**config.mk**
```make
export PLATFORM = sky130hd
export DESIGN_NAME = fifo_sync_param
export DESIGN_NICKNAME = d
export VERILOG_FILES = /design/src/rtl/fifo_pkg.sv /design/src/rtl/fifo_ptr_wrap.sv /design/src/rtl/fifo_sync_param.sv
export SDC_FILE = /design/constraint.sdc
export NUM_CORES = 1
export LEC_CHECK = 0
export ABC_CLOCK_PERIOD_IN_PS = 2900
export CORE_MARGIN = 3
export CORE_UTILIZATION = 32
export DETAILED_ROUTE_END_ITERATION = 8
export SKIP_CTS_REPAIR_TIMING = 1
export SLEW_MARGIN = 20
export SYNTH_ARGS = -nofsm -noshare
export SYNTH_HDL_FRONTEND = slang
export SYNTH_HIERARCHICAL = 1
export SYNTH_SLANG_ARGS = --single-unit
```
**constraint.sdc**
```tcl
create_clock -name clk -period 2.9 [get_ports clk]
set_input_delay 0.58 -clock clk [delete_from_list [all_inputs] [get_ports clk]]
set_output_delay 0.58 -clock clk [all_outputs]
set_load 0.02 [all_outputs]
```
**src/rtl/fifo_pkg.sv**
```systemverilog
// -----------------------------------------------------------------------------
// fifo_pkg
// Shared definitions for the parametrised synchronous FIFO:
//   ptr_w(depth) : width of a read/write pointer that addresses depth words
//   cnt_w(depth) : width of an occupancy counter that can hold 0..depth
//   FIFO_MODE_*  : read-mode selectors for the FWFT parameter
// -----------------------------------------------------------------------------
package fifo_pkg;

   localparam int FIFO_MODE_REG  = 0;
   localparam int FIFO_MODE_FWFT = 1;

   function automatic int ptr_w(input int depth);
      return $clog2(depth);
   endfunction

   function automatic int cnt_w(input int depth);
      return $clog2(depth + 1);
   endfunction

endpackage

```
**src/rtl/fifo_ptr_wrap.sv**
```systemverilog
// -----------------------------------------------------------------------------
// fifo_ptr_wrap
// Storage-address pointer that advances on en and wraps DEPTH-1 -> 0
// explicitly, so non-power-of-two depths index only valid words.
// Ports:
//   clk : rising-edge clock
//   rst : asynchronous active-low reset (pointer -> 0)
//   clr : synchronous clear, wins over en
//   en  : advance by one word
//   ptr : current pointer value
// -----------------------------------------------------------------------------
module fifo_ptr_wrap
   import fifo_pkg::*;
#(
   parameter int DEPTH = 8
) (
   input  logic                      clk,
   input  logic                      rst,
   input  logic                      clr,
   input  logic                      en,
   output logic [ptr_w(DEPTH)-1:0]   ptr
);

   localparam int PW = ptr_w(DEPTH);

   logic [PW-1:0] ptr_d;
   logic [PW-1:0] ptr_q;

   // Next pointer: clear, wrap at the last word, or step by one.
   always_comb begin
      ptr_d = ptr_q;
      if (clr) begin
         ptr_d = {PW{1'b0}};
      end else if (en) begin
         if (ptr_q == PW'(DEPTH - 1)) begin
            ptr_d = {PW{1'b0}};
         end else begin
            ptr_d = ptr_q + PW'(1);
         end
      end else begin
         ptr_d = ptr_q;
      end
   end

   // Pointer register.
   always_ff @(posedge clk or negedge rst) begin
      if (!rst) begin
         ptr_q <= {PW{1'b0}};
      end else begin
         ptr_q <= ptr_d;
      end
   end

   assign ptr = ptr_q;

endmodule

```
**src/rtl/fifo_sync_param.sv**
```systemverilog
// -----------------------------------------------------------------------------
// fifo_sync_param
// Single-clock FIFO of arbitrary depth with occupancy count, programmable
// almost-full/almost-empty flags, sticky overflow/underflow and a synchronous
// flush. Read side is either registered (1-cycle latency) or FWFT.
// Ports:
//   clk, rst (async active-low), clr (sync flush, highest priority)
//   w_en/WR   : write request and data
//   r_en/RD   : read request (pop) and data
//   FULL, EMPTY, ALMOST_FULL, ALMOST_EMPTY : decoded from registered count
//   COUNT     : occupancy 0..DEPTH
//   OVERFLOW, UNDERFLOW : sticky rejected-access flags
// -----------------------------------------------------------------------------
module fifo_sync_param
   import fifo_pkg::*;
#(
   parameter int DATA_WIDTH = 8,
   parameter int DEPTH      = 8,
   parameter int AF_THRESH  = DEPTH - 1,
   parameter int AE_THRESH  = 1,
   parameter int FWFT       = 0
) (
   input  logic                      clk,
   input  logic                      rst,
   input  logic                      clr,
   input  logic                      w_en,
   input  logic [DATA_WIDTH-1:0]     WR,
   input  logic                      r_en,
   output logic [DATA_WIDTH-1:0]     RD,
   output logic                      FULL,
   output logic                      EMPTY,
   output logic                      ALMOST_FULL,
   output logic                      ALMOST_EMPTY,
   output logic [cnt_w(DEPTH)-1:0]   COUNT,
   output logic                      OVERFLOW,
   output logic                      UNDERFLOW
);

   localparam int PW = ptr_w(DEPTH);
   localparam int CW = cnt_w(DEPTH);

   if (DEPTH < 2) begin : g_bad_depth
      $error("fifo_sync_param: DEPTH must be >= 2");
   end
   if (AF_THRESH < 1 || AF_THRESH > DEPTH) begin : g_bad_af
      $error("fifo_sync_param: AF_THRESH must be in 1..DEPTH");
   end
   if (AE_THRESH < 0 || AE_THRESH > DEPTH - 1) begin : g_bad_ae
      $error("fifo_sync_param: AE_THRESH must be in 0..DEPTH-1");
   end
   if (FWFT != FIFO_MODE_REG && FWFT != FIFO_MODE_FWFT) begin : g_bad_mode
      $error("fifo_sync_param: FWFT must be 0 or 1");
   end

   logic [DATA_WIDTH-1:0] mem_q [DEPTH];
   logic [PW-1:0]         w_ptr_s;
   logic [PW-1:0]         r_ptr_s;
   logic                  rd_ok_s;
   logic                  wr_ok_s;

   logic [CW-1:0] count_d, count_q;
   logic          full_d, full_q;
   logic          empty_d, empty_q;
   logic          af_d, af_q;
   logic          ae_d, ae_q;
   logic          ovf_d, ovf_q;
   logic          udf_d, udf_q;

   // A full FIFO still takes a write when a read frees a slot in the same cycle.
   assign rd_ok_s = r_en & ~empty_q;
   assign wr_ok_s = w_en & (~full_q | rd_ok_s);

   fifo_ptr_wrap #(.DEPTH(DEPTH)) u_w_ptr (
      .clk (clk),
      .rst (rst),
      .clr (clr),
      .en  (wr_ok_s),
      .ptr (w_ptr_s)
   );

   fifo_ptr_wrap #(.DEPTH(DEPTH)) u_r_ptr (
      .clk (clk),
      .rst (rst),
      .clr (clr),
      .en  (rd_ok_s),
      .ptr (r_ptr_s)
   );

   // Storage write; contents survive reset and flush.
   always_ff @(posedge clk) begin
      if (wr_ok_s && !clr) begin
         mem_q[w_ptr_s] <= WR;
      end
   end

   // Occupancy, flag decode of the next count, and sticky error flags.
   always_comb begin
      count_d = count_q;
      ovf_d   = ovf_q;
      udf_d   = udf_q;
      if (clr) begin
         count_d = {CW{1'b0}};
         ovf_d   = 1'b0;
         udf_d   = 1'b0;
      end else begin
         case ({wr_ok_s, rd_ok_s})
            2'b10:   count_d = count_q + CW'(1);
            2'b01:   count_d = count_q - CW'(1);
            default: count_d = count_q;
         endcase
         ovf_d = ovf_q | (w_en & ~wr_ok_s);
         udf_d = udf_q | (r_en & ~rd_ok_s);
      end
      full_d  = (count_d == CW'(DEPTH));
      empty_d = (count_d == {CW{1'b0}});
      af_d    = (count_d >= CW'(AF_THRESH));
      ae_d    = (count_d <= CW'(AE_THRESH));
   end

   // Status registers.
   always_ff @(posedge clk or negedge rst) begin
      if (!rst) begin
         count_q <= {CW{1'b0}};
         full_q  <= 1'b0;
         empty_q <= 1'b1;
         af_q    <= 1'b0;
         ae_q    <= 1'b1;
         ovf_q   <= 1'b0;
         udf_q   <= 1'b0;
      end else begin
         count_q <= count_d;
         full_q  <= full_d;
         empty_q <= empty_d;
         af_q    <= af_d;
         ae_q    <= ae_d;
         ovf_q   <= ovf_d;
         udf_q   <= udf_d;
      end
   end

   if (FWFT == FIFO_MODE_FWFT) begin : g_fwft
      // Head word is always presented; stale while EMPTY.
      assign RD = mem_q[r_ptr_s];
   end else begin : g_reg
      logic [DATA_WIDTH-1:0] rd_d, rd_q;

      // Output register loads the head on a pop and holds otherwise.
      always_comb begin
         rd_d = rd_q;
         if (clr) begin
            rd_d = {DATA_WIDTH{1'b0}};
         end else if (rd_ok_s) begin
            rd_d = mem_q[r_ptr_s];
         end else begin
            rd_d = rd_q;
         end
      end

      // Read data register.
      always_ff @(posedge clk or negedge rst) begin
         if (!rst) begin
            rd_q <= {DATA_WIDTH{1'b0}};
         end else begin
            rd_q <= rd_d;
         end
      end

      assign RD = rd_q;
   end

   assign COUNT        = count_q;
   assign FULL         = full_q;
   assign EMPTY        = empty_q;
   assign ALMOST_FULL  = af_q;
   assign ALMOST_EMPTY = ae_q;
   assign OVERFLOW     = ovf_q;
   assign UNDERFLOW    = udf_q;

endmodule

```
---- After elaboration in Yosys (flattened, before gate mapping) ----
Memory sizes are Yosys's and may differ from the RTL's.
Cells that the tools add are included.
Widths: inputs -> output; s select.
word-level totals
  word-level logic and storage cells ...... 52
  memories ................................ 1
  bits in registers ....................... 24
  RAM bits ................................ 64
cells by class
  reductions and logical operators ........ 5
  equal/unequal tests ..................... 5
  muxes and demuxes ....................... 14
  bitwise operators ....................... 11
  add/subtract/negate cells ............... 4
  order comparisons ....................... 2
memory list
  memory  depth  bits a word  read ports  clocked after memory_dff  wr ports  RTL line               RTL
  mem_q   8      8            1           0                         1         fifo_sync_param.sv:55  logic [DATA_WIDTH-1:0] mem_q [DEPTH];
operators by type and width
  operator             count
  $mux 3               6
  $mux 8               2
  $pmux 4 s2           1
  $add 3x1->3 const B  2
  $eq 3x3->1 const B   2
  $add 4x1->4 const B  1
  $and 1x1->1          4
  $eq 4x4->1 const B   1
  $ge 4x3->1 const B   1
  $le 4x1->1 const B   1
  $logic_not 4->1      1
  $mux 1               4
  $mux 4               1
  $not 1->1            4
  $reduce_bool 2->1    2
  $sub 4x1->4 const B  1
  $or 1x1->1           3
  $eq 2x1->1 const B   1
  $eq 2x2->1 const B   1
  $logic_and 1x1->1    1
  $logic_not 1->1      1

---- Logic depth before layout (Yosys ltp) ----
Gate-level depths: netlist of run 1.
  word-level depth ........................ 8
  gate-level depth with buffers ........... 11
  mapped depth without buffers ............ 10

---- By module ----
Netlist of run 1, hierarchy kept.
by module, submodules not included
  module           instances  cells an instance  area each (µm²)  seq. area each (µm²)
  fifo_sync_param  1          191                3,359.5          2,374.8
  fifo_ptr_wrap    2          12                 151.4            75.1

---- Worst setup path after synthesis of run 1 ----
OpenSTA, ideal clock, no wires.
  kind .................................... input to register
  start point ............................. input port r_en
  end point ............................... register af_q, in the netlist ALMOST_FULL
  buffers on the path ..................... 2
  slack ................................... 0.317 ns
  library setup time ...................... 0.130 ns
  arrival ................................. 2.454 ns
  cell stages on the path ................. 11
  required time ........................... 2.770 ns
  cell sequence ........................... nor2b_1 -> buf_4 -> buf_2 -> ha_1 -> xor2_1 -> ha_1 -> a21oi_1 -> mux2i_1 -> xor2_1 -> nor2_1 -> o2bb2ai_1
between the ends
  cells in the longest elaborated chain, start to end .. 7
  elaborated cells between the ends (all ways) .. 8
RTL lines
  item                                      RTL line                RTL
  start: declaration                        fifo_sync_param.sv:28   input logic r_en,
  $and 1x1->1 (*)                           fifo_sync_param.sv:70   assign rd_ok_s = r_en & ~empty_q;
  via rd_ok_s                               fifo_sync_param.sv:58   logic rd_ok_s;
  $or 1x1->1                                fifo_sync_param.sv:71   assign wr_ok_s = w_en & (~full_q | rd_ok_s);
  $and 1x1->1                               fifo_sync_param.sv:71
  $eq 2x1->1 or $eq 2x2->1 (tied branches)  fifo_sync_param.sv:106  case ({wr_ok_s, rd_ok_s})
  $pmux 4 s2 (*)                            fifo_sync_param.sv:106
  $mux 4 (*)                                fifo_sync_param.sv:101  if (clr) begin
  via count_d[2]                            fifo_sync_param.sv:61   logic [CW-1:0] count_d, count_q;
  $ge 4x3->1 (*)                            fifo_sync_param.sv:116  af_d = (count_d >= CW'(AF_THRESH));
  via af_d                                  fifo_sync_param.sv:64   logic af_d, af_q;
  end signal: assignment                    fifo_sync_param.sv:126  af_q <= 1'b0;
  end signal: assignment                    fifo_sync_param.sv:134  af_q <= af_d;
  end: declaration                          fifo_sync_param.sv:64
The timed path passes the listed nets; every way through them passes the cells marked *.
A chain may end at the register's enable or synchronous reset.

---- Final worst setup path of run 1 ----
  start point ............................. input port r_en
  end point ............................... register ae_q, in the netlist ALMOST_EMPTY
between the ends
  cells in the longest elaborated chain, start to end .. 7
  elaborated cells between the ends (all ways) .. 8
RTL lines
  item                                      RTL line                RTL
  $and 1x1->1 (*)                           fifo_sync_param.sv:70
  $or 1x1->1                                fifo_sync_param.sv:71
  $and 1x1->1                               fifo_sync_param.sv:71
  $eq 2x1->1 or $eq 2x2->1 (tied branches)  fifo_sync_param.sv:106
  $pmux 4 s2 (*)                            fifo_sync_param.sv:106
  $mux 4 (*)                                fifo_sync_param.sv:101
  $le 4x1->1 (*)                            fifo_sync_param.sv:117  ae_d = (count_d <= CW'(AE_THRESH));
  via ae_d                                  fifo_sync_param.sv:65   logic ae_d, ae_q;
  end signal: assignment                    fifo_sync_param.sv:127  ae_q <= 1'b1;
  end signal: assignment                    fifo_sync_param.sv:135  ae_q <= ae_d;
  end: declaration                          fifo_sync_param.sv:65
Marked as above.

==> impl_metrics.env, run 1 <==
export IMPL_insertion_delay_ps=330
export IMPL_ys_types=34
export IMPL_place_congestion=0.771
export IMPL_grt_pass1_vias=2010
export IMPL_hp_class="reg -> reg"
export IMPL_peakVddDrop_uv=388
export IMPL_fin_crit_sh_pct=87.8
export IMPL_postRouteAntennaNets=0
export IMPL_initial_core_util_pct=33.2
export IMPL_grt_pass1_wl_mm=11.2
export IMPL_synthCells=215
export IMPL_maxCapViolCount=0
export IMPL_first_pass_iters=4
export IMPL_tritoncts_num_buffers=9
export IMPL_syn_cell_area_um2=3660
export IMPL_multiInputGateArea_um2=1050
export IMPL_ys_warn_count=6
export IMPL_clock_skew_ps=9.86
export IMPL_grt_usage_pct=11.6
export IMPL_grt_setup_unrepaired="false"
export IMPL_final_cell_area_um2=4520
export IMPL_area_delta_synth_final_pct=23.4
export IMPL_fp_dieH_um=113
export IMPL_viasPerCell=4.81
export IMPL_die_w_um=113
export IMPL_regArea_um2=2520
export IMPL_drt_initial_drc_count=79
export IMPL_power_density_nw_per_um2=742
export IMPL_synthArstFlopShare_pct=27.3
export IMPL_avgSynthCellArea_um2=17.0
export IMPL_final_nets=284
export IMPL_cts_root_buf="clkbuf_16"
export IMPL_core_um2=11000
export IMPL_avgRoutedWirePerCell_um=16.7
export IMPL_synthDominantCellAreaShare_pct=52.5
export IMPL_synth_nets=235
export IMPL_io_buffers=30
export IMPL_fillers=1019
export IMPL_critical_path_required_ps=3180
export IMPL_max_slew_margin_pct=49.3
export IMPL_arrival_ps=2820
export IMPL_detailed_place_hpwl_mm=4.42
export IMPL_synth_area_leaders="edfxtp_1, dfrtp_1, mux4_2"
export IMPL_h_tree_depth=3
export IMPL_synth_edf_count=64
export IMPL_period_needed_ps=2550
export IMPL_cts_max_path_buffers=2
export IMPL_drcViolationCount=0
export IMPL_crit_fanout=3
export IMPL_layout_common_cells="edfxtp_1, clkdlybuf4s50_1, nor2_1"
export IMPL_routed_wl_mm=6.81
export IMPL_finish_utilization_pct=41.0
export IMPL_io_pins=31
export IMPL_critPathKind="in -> reg"
export IMPL_drive_above_1_share_pct=19.7
export IMPL_antenna_found_initial=0
export IMPL_ys_ff_latch=88
export IMPL_overflow=0
export IMPL_critPathLaunchType="input pin"
export IMPL_diodes=0
export IMPL_clock_fmax_ghz=0.393
export IMPL_yosysTopAreaCell="edfxtp_1"
export IMPL_tns_ps=0
export IMPL_grt_max_degree=26
export IMPL_clkTransAtPathRegs_ps=70
export IMPL_p_leak_uw=0.00163
export IMPL_synth_top_flop_cell="edfxtp_1"
export IMPL_outcome="complete, no violations"
export IMPL_final_common_cell="edfxtp_1"
export IMPL_end_kind="flip-flop"
export IMPL_cts_tree="built"
export IMPL_setup_viol=0
export IMPL_design_die_area_um2=12800
export IMPL_post_place_ws_ps=26.5
export IMPL_via_count=1968
export IMPL_whs_ps=492
export IMPL_slew_viol_final=0
export IMPL_hold_viol_final=0
export IMPL_cts_sinks=88
export IMPL_worst_pin_slew_ps=761
export IMPL_seq_area_frac_synth_pct=68.9
export IMPL_finalWorstSetupSlack_ps=355
export IMPL_place_area_um2=4200
export IMPL_rows=38
==> worst paths after layout <==
path | from | end | slack (ps) | cells past startpoint
worst max-delay path | r_en | ALMOST_EMPTY | 350 | 11
worst min-delay path | UNDERFLOW | UNDERFLOW | 490 | 2
worst max register to register | EMPTY | ALMOST_EMPTY | 600 | 10
worst min register to register | UNDERFLOW | UNDERFLOW | 490 | 2
max in group asynchronous | rst | EMPTY | 1990 | 2
min in group asynchronous | rst | u_w_ptr/ptr[0] | 610 | 2
==> synth_stat cells (all sizes together), types with 2 or more instances <==
cell / count
a211oi: 8
dfstp: 2
edfxtp: 64
buf: 9
a31o: 2
dfrtp: 22
nor2b: 3
inv: 2
mux2i: 14
a21oi: 6
ha: 7
nand2: 5
nor3: 4
or3b: 2
clkbuf: 2
nand2b: 4
nor2: 29
xor2: 3
o21ai: 2
nand3: 2
mux4: 16
==> stage by stage <==
step / power, uW / cells
after floorplan: 1940 / 215
after global placement: 2170 / 393
after detailed placement: 2180 / 393
after CTS: 3400 / 409
after global routing: 3520 / 409
final: 3350 / 409
==> flip-flops by register name, summed over array words and instances (netlist names) <==
register	cells
mem_q	64
RD	8
COUNT	4
u_r_ptr/ptr	3
u_w_ptr/ptr	3
ALMOST_EMPTY	1
ALMOST_FULL	1
EMPTY	1
FULL	1
OVERFLOW	1
UNDERFLOW	1
==> power by group <==
part | internal [uW] | switching (uW) | total, uW
logic | 319 | 303 | 622
registers | 1430 | 84.2 | 1520
clock network | 754 | 462 | 1220
total | 2510 | 850 | 3350
==> area by class of cell <==
type / instances / area share, %
Multi-Input combinational cell: 114 / 23.2
Clock inverter: 7 / 2.08
Tap cell: 140 / 3.88
Inverter: 2 / 0.166
Timing Repair Buffer: 49 / 9.80
Sequential cell: 88 / 55.9
Clock buffer: 9 / 4.98
==> cell families (layout without fill, tap and decap cells) <==
logic type,after synthesis,after routing,synth area share (%)
flops,88,88,68.9
simple gates,52,52,6.56
mux,30,30,14.2
compound gates,21,21,4.30
buf+inv,13,67,2.46
fa+ha+maj,7,7,2.39
xor+xnor,4,4,1.16
==> layer usage <==
metal / track usage, % / wire [um]
met5: 0 / 0
met1: 15.6 / 3220
met3: 3.10 / 299
met4: 3.77 / 102
met2: 18.4 / 3200
==> worst max-delay path: stages <==
cell,delay [ps]
clkdlybuf4s50_1,470
nor2b_2,200
o21ai_2,80
ha_1,210
xor2_1,170
ha_1,190
a21oi_1,150
mux2i_1,230
xor2_1,250
buf_4,160
a31o_1,130
Power figures use the tool's default switching activity.
==> inputs of run 2 (changes only) <==
--- a/config.mk
+++ b/config.mk
@@ -7,7 +7,7 @@
 export LEC_CHECK = 0
 export ABC_CLOCK_PERIOD_IN_PS = 2900
 export CORE_MARGIN = 3
-export CORE_UTILIZATION = 32
+export CORE_UTILIZATION = 42
 export DETAILED_ROUTE_END_ITERATION = 8
 export SKIP_CTS_REPAIR_TIMING = 1
 export SLEW_MARGIN = 20
==> run 2 against run 1 <==
  * Global-route usage rose by 2.9 points
  * Register-to-register slack is essentially flat
  * Fmax is 0.47% higher
  * Flip-flop and latch count stayed put
  * Worst hold slack improved by 11 ps
  * Clock power decreased by 29%
  * First-iteration DRC count is 6.3% higher
  * Critical endpoint is now EMPTY
==> impl_metrics.env, run 2 (synthesized netlist as in run 1, its figures left out) <==
export IMPL_fin_crit_sh_pct=87.4
export IMPL_layout_common_cells="edfxtp_1, clkdlybuf4s50_1, nor2_1"
export IMPL_avgRoutedWirePerCell_um=17.6
export IMPL_critical_path_max_stage_delay_ps=470
export IMPL_core_um2=8340
export IMPL_initial_core_util_pct=43.9
export IMPL_critPathLaunchType="input pin"
export IMPL_grt_pass1_wl_mm=10.5
export IMPL_rows=33
export IMPL_crit_fanout=3
export IMPL_grt_setup_unrepaired="false"
export IMPL_end_kind="flip-flop"
export IMPL_fp_dieH_um=99.4
export IMPL_peakVddDrop_uv=281
export IMPL_worst_pin_slew_ps=799
export IMPL_antenna_found_initial=0
export IMPL_arrival_ps=2840
export IMPL_clock_fmax_ghz=0.395
export IMPL_design_die_area_um2=9880
export IMPL_diodes=0
export IMPL_p_leak_uw=0.00156
export IMPL_cts_max_path_buffers=2
export IMPL_hold_viol_final=0
export IMPL_final_common_cell="edfxtp_1"
export IMPL_final_nets=283
export IMPL_cts_root_buf="clkbuf_8"
export IMPL_fillers=705
export IMPL_io_pins=31
export IMPL_io_buffers=30
export IMPL_cts_tree="built"
export IMPL_r2r_slack_ps=600
export IMPL_max_slew_margin_pct=46.7
export IMPL_hp_class="reg -> reg"
export IMPL_drive_above_1_share_pct=19.0
export IMPL_drcViolationCount=0
export IMPL_h_tree_depth=3
export IMPL_insertion_delay_ps=350
export IMPL_finish_utilization_pct=52.1
export IMPL_largest_register_ffs=64
export IMPL_grt_max_degree=26
export IMPL_maxCapViolCount=0
export IMPL_area_delta_synth_final_pct=18.8
export IMPL_period_needed_ps=2530
export IMPL_grt_usage_pct=14.5
export IMPL_place_congestion=0.719
export IMPL_setup_viol=0
export IMPL_critPathKind="in -> reg"
export IMPL_first_pass_iters=4
export IMPL_viasPerCell=5.32
export IMPL_regArea_um2=2520
export IMPL_power_density_nw_per_um2=689
export IMPL_postRouteAntennaNets=0
export IMPL_outcome="complete, no violations"
export IMPL_overflow=0
export IMPL_cts_sinks=88
export IMPL_clkTransAtPathRegs_ps=90
export IMPL_p_total_uw=3000
export IMPL_die_w_um=99.4
export IMPL_detailed_place_hpwl_mm=4.25
export IMPL_via_count=1983
export IMPL_clock_skew_ps=14.0
export IMPL_tritoncts_num_buffers=9
export IMPL_multiInputGateArea_um2=1050
export IMPL_critical_path_required_ps=3200
export IMPL_cpMaxStageDelayCell="clkdlybuf4s50_1"
export IMPL_regMostFlops="mem_q"
export IMPL_cp_cell_sequence="clkdlybuf4s50_1, nor2b_1, o21ai_2, ha_1, xor2_1, ha_1, a21oi_1, mux2i_1, xor2_1, buf_4, a31o_1"
export IMPL_drt_initial_drc_count=84
export IMPL_routed_wl_mm=6.58
export IMPL_slew_viol_final=0
export IMPL_grt_pass1_vias=1939
[run 2: changes by cell type in the layout (fill, tap and decap cells not counted), sizes merged]
cell    previous run  this run
clkinv             3         1
inv                3         5
clkbuf             9        10
buf               19        18
bufinv             2         1
[run 2: cell type report]
cell class / count / share of cell area (%)
multi-input combinational: 114 / 24.1
inverter: 2 / 0.173
sequential: 88 / 58.1
clock buffer: 10 / 2.93
tap: 105 / 3.02
clock inverter: 6 / 1.73
timing repair buffer: 48 / 10.0
[run 2: stage by stage]
| stage | instance area [um2] | instances | hold WS (ps) | worst slack [ps] | TNS, ps |
|---|---|---|---|---|---|
| 2_1_floorplan | 3660 | 215 | 284 | 317 | 0 |
| 3_3_place_gp | 4150 | 357 | 490 | 5.34 | 0 |
| 5_1_grt | 4350 | 373 | 559 | 221 | 0 |
| 6_report | 4350 | 373 | 502 | 367 | 0 |
| 3_5_place_dp | 4150 | 357 | 490 | -19.0 | -26.3 |
| 4_1_cts | 4350 | 373 | 511 | 360 | 0 |
[run 2: power by group]
| group | leakage, uW | switching [uW] | internal, uW |
|---|---|---|---|
| sequential | 0.000897 | 86.3 | 1430 |
| clock | 0.0000994 | 448 | 412 |
| combinational | 0.000567 | 297 | 321 |
[run 2: path summary, 6_finish.rpt]
kind | startpoint | to | depth (start not counted)
worst max-delay path | r_en | EMPTY | 11
max in group asynchronous | rst | EMPTY | 2
worst max register to register | EMPTY | EMPTY | 10
min in group asynchronous | rst | COUNT[2] | 2
worst min register to register | OVERFLOW | OVERFLOW | 2
worst min-delay path | OVERFLOW | OVERFLOW | 2
[run 2: layer usage]
| layer | wire length (um) | share of wire, % | track usage [%] | vias up |
|---|---|---|---|---|
| li1 | - | - | - | 922 |
| met1 | 3020 | 46 | 19.5 | 992 |
| met2 | 3170 | 48 | 22.6 | 59 |
| met3 | 302 | 4.6 | 4.21 | 10 |
| met4 | 94 | 1.4 | 5.04 | 0 |
| met5 | 0 | 0 | 0 | - |
[run 2: critical path, delay by kind of cell]
kind / cells / cell delay, ps
buf+inv: 2 / 630
xor+xnor: 2 / 430
fa+ha+maj: 2 / 390
compound gates: 3 / 350
mux: 1 / 230
simple gates: 1 / 220
